`src/rtl/accel_run_sequencer.sv`:
```
// rtl/accel_run_sequencer.sv - load bytes into accelerator slave RAM, start it, time the run
//
// Sequences one accelerator run:
//   IDLE -> LOAD/WAIT_ACK (LOAD_LEN bytes) -> START -> RUN -> DONE -> IDLE
//
// Parameters
//   BASE_ADDR       first slave-RAM byte address written during load (mod 128)
//   LOAD_LEN        bytes loaded per run; 0 skips the load phase
//   TIMEOUT_CYCLES  watchdog limit in clock cycles (only with ACCEL_SEQ_TIMEOUT_EN)
//
// Ports
//   clock, reset                 single clock, asynchronous active-low reset
//   go                           run request, sampled in IDLE only
//   ld_valid/ld_data/ld_ready    load byte stream (accepted in LOAD only)
//   sl_we/sl_addr/sl_wdata/sl_size, sl_rdy
//                                slave-RAM write request and its acknowledge
//   start_port/done_port         accelerator start pulse and completion
//   busy/run_done/cycles/timeout_err
//                                status
//
// Build option
//   ACCEL_SEQ_TIMEOUT_EN  when defined, RUN gives up after TIMEOUT_CYCLES and
//                         flags timeout_err; when undefined RUN waits forever
//                         and timeout_err is tied low.

module accel_run_sequencer #(
    parameter int BASE_ADDR      = 0,
    parameter int LOAD_LEN       = 64,
    parameter int TIMEOUT_CYCLES = 200000000
) (
    input  logic        clock,
    input  logic        reset,
    input  logic        go,
    input  logic        ld_valid,
    input  logic [7:0]  ld_data,
    output logic        ld_ready,
    output logic        sl_we,
    output logic [6:0]  sl_addr,
    output logic [7:0]  sl_wdata,
    output logic [3:0]  sl_size,
    input  logic        sl_rdy,
    output logic        start_port,
    input  logic        done_port,
    output logic        busy,
    output logic        run_done,
    output logic [31:0] cycles,
    output logic        timeout_err
);

    // Index must be able to hold LOAD_LEN itself; +2 keeps the width >= 1 for LOAD_LEN=0.
    localparam int             IW     = $clog2(LOAD_LEN + 2);
    localparam logic [IW-1:0]  LEN_W  = IW'(LOAD_LEN);
    localparam logic [6:0]     BASE_W = 7'(BASE_ADDR);

    typedef enum logic [2:0] {
        S_IDLE,
        S_LOAD,
        S_WAIT_ACK,
        S_START,
        S_RUN,
        S_DONE
    } state_t;

    state_t        state;
    logic [IW-1:0] index;
    logic [6:0]    addr_q;
    logic [7:0]    wdata_q;
    logic [31:0]   cycles_q;

    logic          accept;
    logic [6:0]    addr_now;
    logic [IW-1:0] index_inc;
    logic [31:0]   cycles_inc;
    logic          limit_hit;

    assign accept     = (state == S_LOAD) && ld_valid;
    assign addr_now   = BASE_W + 7'(index);
    assign index_inc  = index + IW'(1);
    assign cycles_inc = (cycles_q == 32'hFFFF_FFFF) ? cycles_q : cycles_q + 32'd1;

`ifdef ACCEL_SEQ_TIMEOUT_EN
    localparam logic [31:0] LIMIT = 32'(TIMEOUT_CYCLES);

    logic timeout_q;

    // Compared against the post-increment count so cycles reads exactly the limit in DONE.
    assign limit_hit   = (cycles_inc >= LIMIT);
    assign timeout_err = timeout_q;
`else
    // Watchdog compiled out; the parameter stays so both builds share one instantiation.
    if (TIMEOUT_CYCLES < 0) begin : g_timeout_unused
    end

    assign limit_hit   = 1'b0;
    assign timeout_err = 1'b0;
`endif

    always_ff @(posedge clock or negedge reset) begin
        if (!reset) begin
            state    <= S_IDLE;
            index    <= '0;
            addr_q   <= '0;
            wdata_q  <= '0;
            cycles_q <= '0;
`ifdef ACCEL_SEQ_TIMEOUT_EN
            timeout_q <= 1'b0;
`endif
        end else begin
            case (state)
                S_IDLE: begin
                    if (go) begin
                        index <= '0;
`ifdef ACCEL_SEQ_TIMEOUT_EN
                        timeout_q <= 1'b0;
`endif
                        if (LOAD_LEN == 0) begin
                            state    <= S_START;
                            cycles_q <= '0;
                        end else begin
                            state <= S_LOAD;
                        end
                    end
                end
                S_LOAD: begin
                    if (ld_valid) begin
                        // Capture the request so it stays stable while waiting for the ack.
                        addr_q  <= addr_now;
                        wdata_q <= ld_data;
                        state   <= S_WAIT_ACK;
                    end
                end
                S_WAIT_ACK: begin
                    if (sl_rdy) begin
                        index <= index_inc;
                        if (index_inc == LEN_W) begin
                            state    <= S_START;
                            cycles_q <= '0;
                        end else begin
                            state <= S_LOAD;
                        end
                    end
                end
                S_START: begin
                    state <= S_RUN;
                end
                S_RUN: begin
                    // The completing cycle is counted: done in the first RUN cycle gives 1.
                    cycles_q <= cycles_inc;
                    if (done_port) begin
                        state <= S_DONE;
                    end else if (limit_hit) begin
                        state <= S_DONE;
`ifdef ACCEL_SEQ_TIMEOUT_EN
                        timeout_q <= 1'b1;
`endif
                    end
                end
                S_DONE: begin
                    state <= S_IDLE;
                end
                default: begin
                    state <= S_IDLE;
                end
            endcase
        end
    end

    assign ld_ready   = (state == S_LOAD);
    assign sl_we      = accept;
    assign sl_addr    = accept ? addr_now : addr_q;
    assign sl_wdata   = accept ? ld_data : wdata_q;
    assign sl_size    = ((state == S_LOAD) || (state == S_WAIT_ACK)) ? 4'd8 : 4'd0;
    assign start_port = (state == S_START);
    assign run_done   = (state == S_DONE);
    assign busy       = (state != S_IDLE);
    assign cycles     = cycles_q;

endmodule

```
`config.mk`:
```
export PLATFORM = sky130hd
export DESIGN_NAME = accel_run_sequencer
export DESIGN_NICKNAME = d
export VERILOG_FILES = /design/src/rtl/accel_run_sequencer.sv
export SDC_FILE = /design/constraint.sdc
export NUM_CORES = 1
export LEC_CHECK = 0
export CAP_MARGIN = 15
export CORE_AREA = 2 2 73 93
export DETAILED_ROUTE_END_ITERATION = 8
export DIE_AREA = 0 0 75 95
export HOLD_SLACK_MARGIN = 0.02
export PLACE_DENSITY_LB_ADDON = 0.15
export SLEW_MARGIN = 10
export SYNTH_ARGS = -nofsm -noshare
export SYNTH_HDL_FRONTEND = slang
export SYNTH_SLANG_ARGS = --single-unit
```
`constraint.sdc`:
```
create_clock -name clock -period 2.13 [get_ports clock]
set_input_delay 0.3195 -clock clock [delete_from_list [all_inputs] [get_ports clock]]
set_output_delay 0.3195 -clock clock [all_outputs]
set_load 0.005 [all_outputs]
```
==> impl_metrics.yaml <==
run_status:
  outcome: "finished clean"
layout:
  fillers: 484
  n_antenna_cell: 0
  fin_util: 0.681
  layout.nets: 411
  seq_area_mm2: 0.00143
  area_delta_synth_final_pct: 41.0
  multi_input_area_mm2: 0.00158
  stdcell_area_mm2: 0.00430
  drive_gt1_frac: 0.274
placed_design:
  place_area_mm2: 0.00395
  dp_hpwl_um: 5140
  port_buffers: 66
  place_congestion: 0.828
  place_ws_ps: -121
clocking:
  cts_buffers: 9
  cts.path.max_buffers: 2
  cts_root_buf: "clkbuf_8"
  clock_sinks: 57
  clk_pin_slew_ps: 70
  tritoncts: "built"
  worstSkewPairLatency_ps: 350
  htree_num_levels: 3
drt:
  num_vias: 2692
  wl_per_cell_um: 15.9
  vias_per_cell: 5.55
  first_iter_violations: 139
  first_pass_iters: 4
  drc: 0
  wl_um: 7710
  final_antenna_net_count: 0
floorplan:
  start_util: 0.483
  die_x_um: 75
  die_area_mm2: 0.00713
  core.rowCount: 33
  dieHeight_um: 95
  ios: 71
  coreArea_mm2: 0.00632
timing:
  finalWorstSetupSlack_ps: 45.7
  setup_viol: 0
  tightest_slew_ps: 586
  fin_skew_ps: 9.27
  hold_viol_final: 0
  slew-limit-headroom: 0.609
  drv_slew: 0
  fin_crit_sh: 0.979
  fin_crit_ps: 2080
  clock.fmax_mhz: 480
  rsz0062_at_grt: "yes"
grt:
  grt_util_met3: 0.0662
  grt_pass1_vias: 2631
  track_usage: 0.239
  grtUsageMet1: 0.298
  grt_start_max_net_pins: 26
  busiest_layer: "met2"
  antenna_found_initial: 0
  use_met2: 0.395
  grt_pass1_wl_um: 12800
  gr-total-overflow: 0
synth:
  synth_area_mm2: 0.00305
  ys_top_cells_by_area: "dfrtp_1, mux2_2, nand2_1"
  ys.flop_type: "dfrtp_1"
  ys_types: 62
  avgSynthCellArea_um2: 10.4
  synth.largest_area_cell: "dfrtp_1"
  synth_edf_count: 0
  ys_ff_latch: 57
  synth_warnings: 0
  yosysTopAreaCellShare: 0.467
  ys_top_cells_by_count: "dfrtp_1, nand2_1, nand3_1"
  syn_inst: 294
  async_reset_ff_frac: 1.00
  yosysMostFrequentCell: "dfrtp_1"
  ys_seq_area_frac: 0.467
setup_path:
  crit_type: "flop to primary output"
  critPathArrivalTime_ps: 1760
  crit_required_ps: 1810
  end_kind: "primary output"
  startpoint_type: "flop"
  path_max_fanout: 8
pwr:
  power.total_w: 0.00488
  ir_drop_uv: 820
  p_leak_nw: 1.93
  power.density_mw_per_mm2: 1130
min_path:
  hold_class: "primary input to asynchronous set/reset pin"
job:
  drv_cap: 0
[metal layers]
metal,vias to the layer above,part of all wire
li1,1296,-
met1,1307,0.42
met4,0,0.015
met5,-,0
met3,11,0.055
met2,78,0.51
[final cells by class]
class	count	area share
Multi-Input combinational cell	221	0.368
Sequential cell	57	0.331
Timing Repair Buffer	103	0.232
Clock buffer	12	0.0384
Tap cell	87	0.0253
Clock inverter	3	0.00349
Inverter	2	0.00174
[report_power, final]
part	total, W	leakage [nW]	internal, W	switching, W
sequential	0.00162	0.678	0.00139	0.000237
combinational	0.00233	1.16	0.00138	0.000946
clock	0.000936	0.0980	0.000504	0.000432
[path summary, 6_finish.rpt]
path	cells after the start	from	end	slack, ps
hold / removal	2	reset	cycles[2]	500
setup reg to reg	7	cycles[0]	cycles[24]	100
min in group clock	1	cycles[13]	cycles[13]	500
max in group asynchronous	3	reset	index[2]	930
hold reg to reg	1	cycles[13]	cycles[13]	500
setup / recovery	5	state[2]	sl_addr[4]	50
[state kept, by name, indices dropped and copies added, names as in the netlist]
register,cells
cycles,32
wdata_q,8
addr_q,7
index,7
state,3
[repair_timing]
action,4_1_cts,5_1_grt
resized for setup,81,21
cloned,1,0
hold buffers,1,0
pin swaps,2,3
endpoints found under the setup margin,16,23
setup buffers,6,0
endpoints found under the hold margin,23,0
[metrics by stage]
stage	TNS [ps]	hold WS [ps]	instances
after floorplan	0	23.9	297
after global placement	-1620	352	462
after detailed placement	-1610	353	462
after CTS	0	493	485
after global routing	-237	507	485
final	0	502	485
[cell usage in the layout (no fill, tap or decap), drive strengths merged, types with 7 or more instances in the layout]
cell type and instances:
a21oi 14, a31oi 9, and3 11, buf 52, clkbuf 13, clkdlybuf4s50 48
dfrtp 57, mux2 15, nand2 30, nand2b 7, nand3 19, nand4 7
nor2 11, o211ai 7, o21ai 16, o31ai 7
[worst max-delay path, cell delays in order, from the launching register on]
cell and delay [ps]:
dfrtp_1 390, nor3b_2 210, and2_4 220, buf_12 150
mux2_4 320, buf_6 120
[cell families after synthesis]
logic type,Yosys count,synth area share
buffers and inverters,19,0.0439
AO/OA/AOI/OAI,77,0.173
AND/OR/NAND/NOR,112,0.216
adder cells (fa/ha/maj),3,0.0123
flip-flops,57,0.467
XOR/XNOR,4,0.0115
other,1,0.00123
multiplexers,21,0.0750
(Power assumes the default switching activity.)
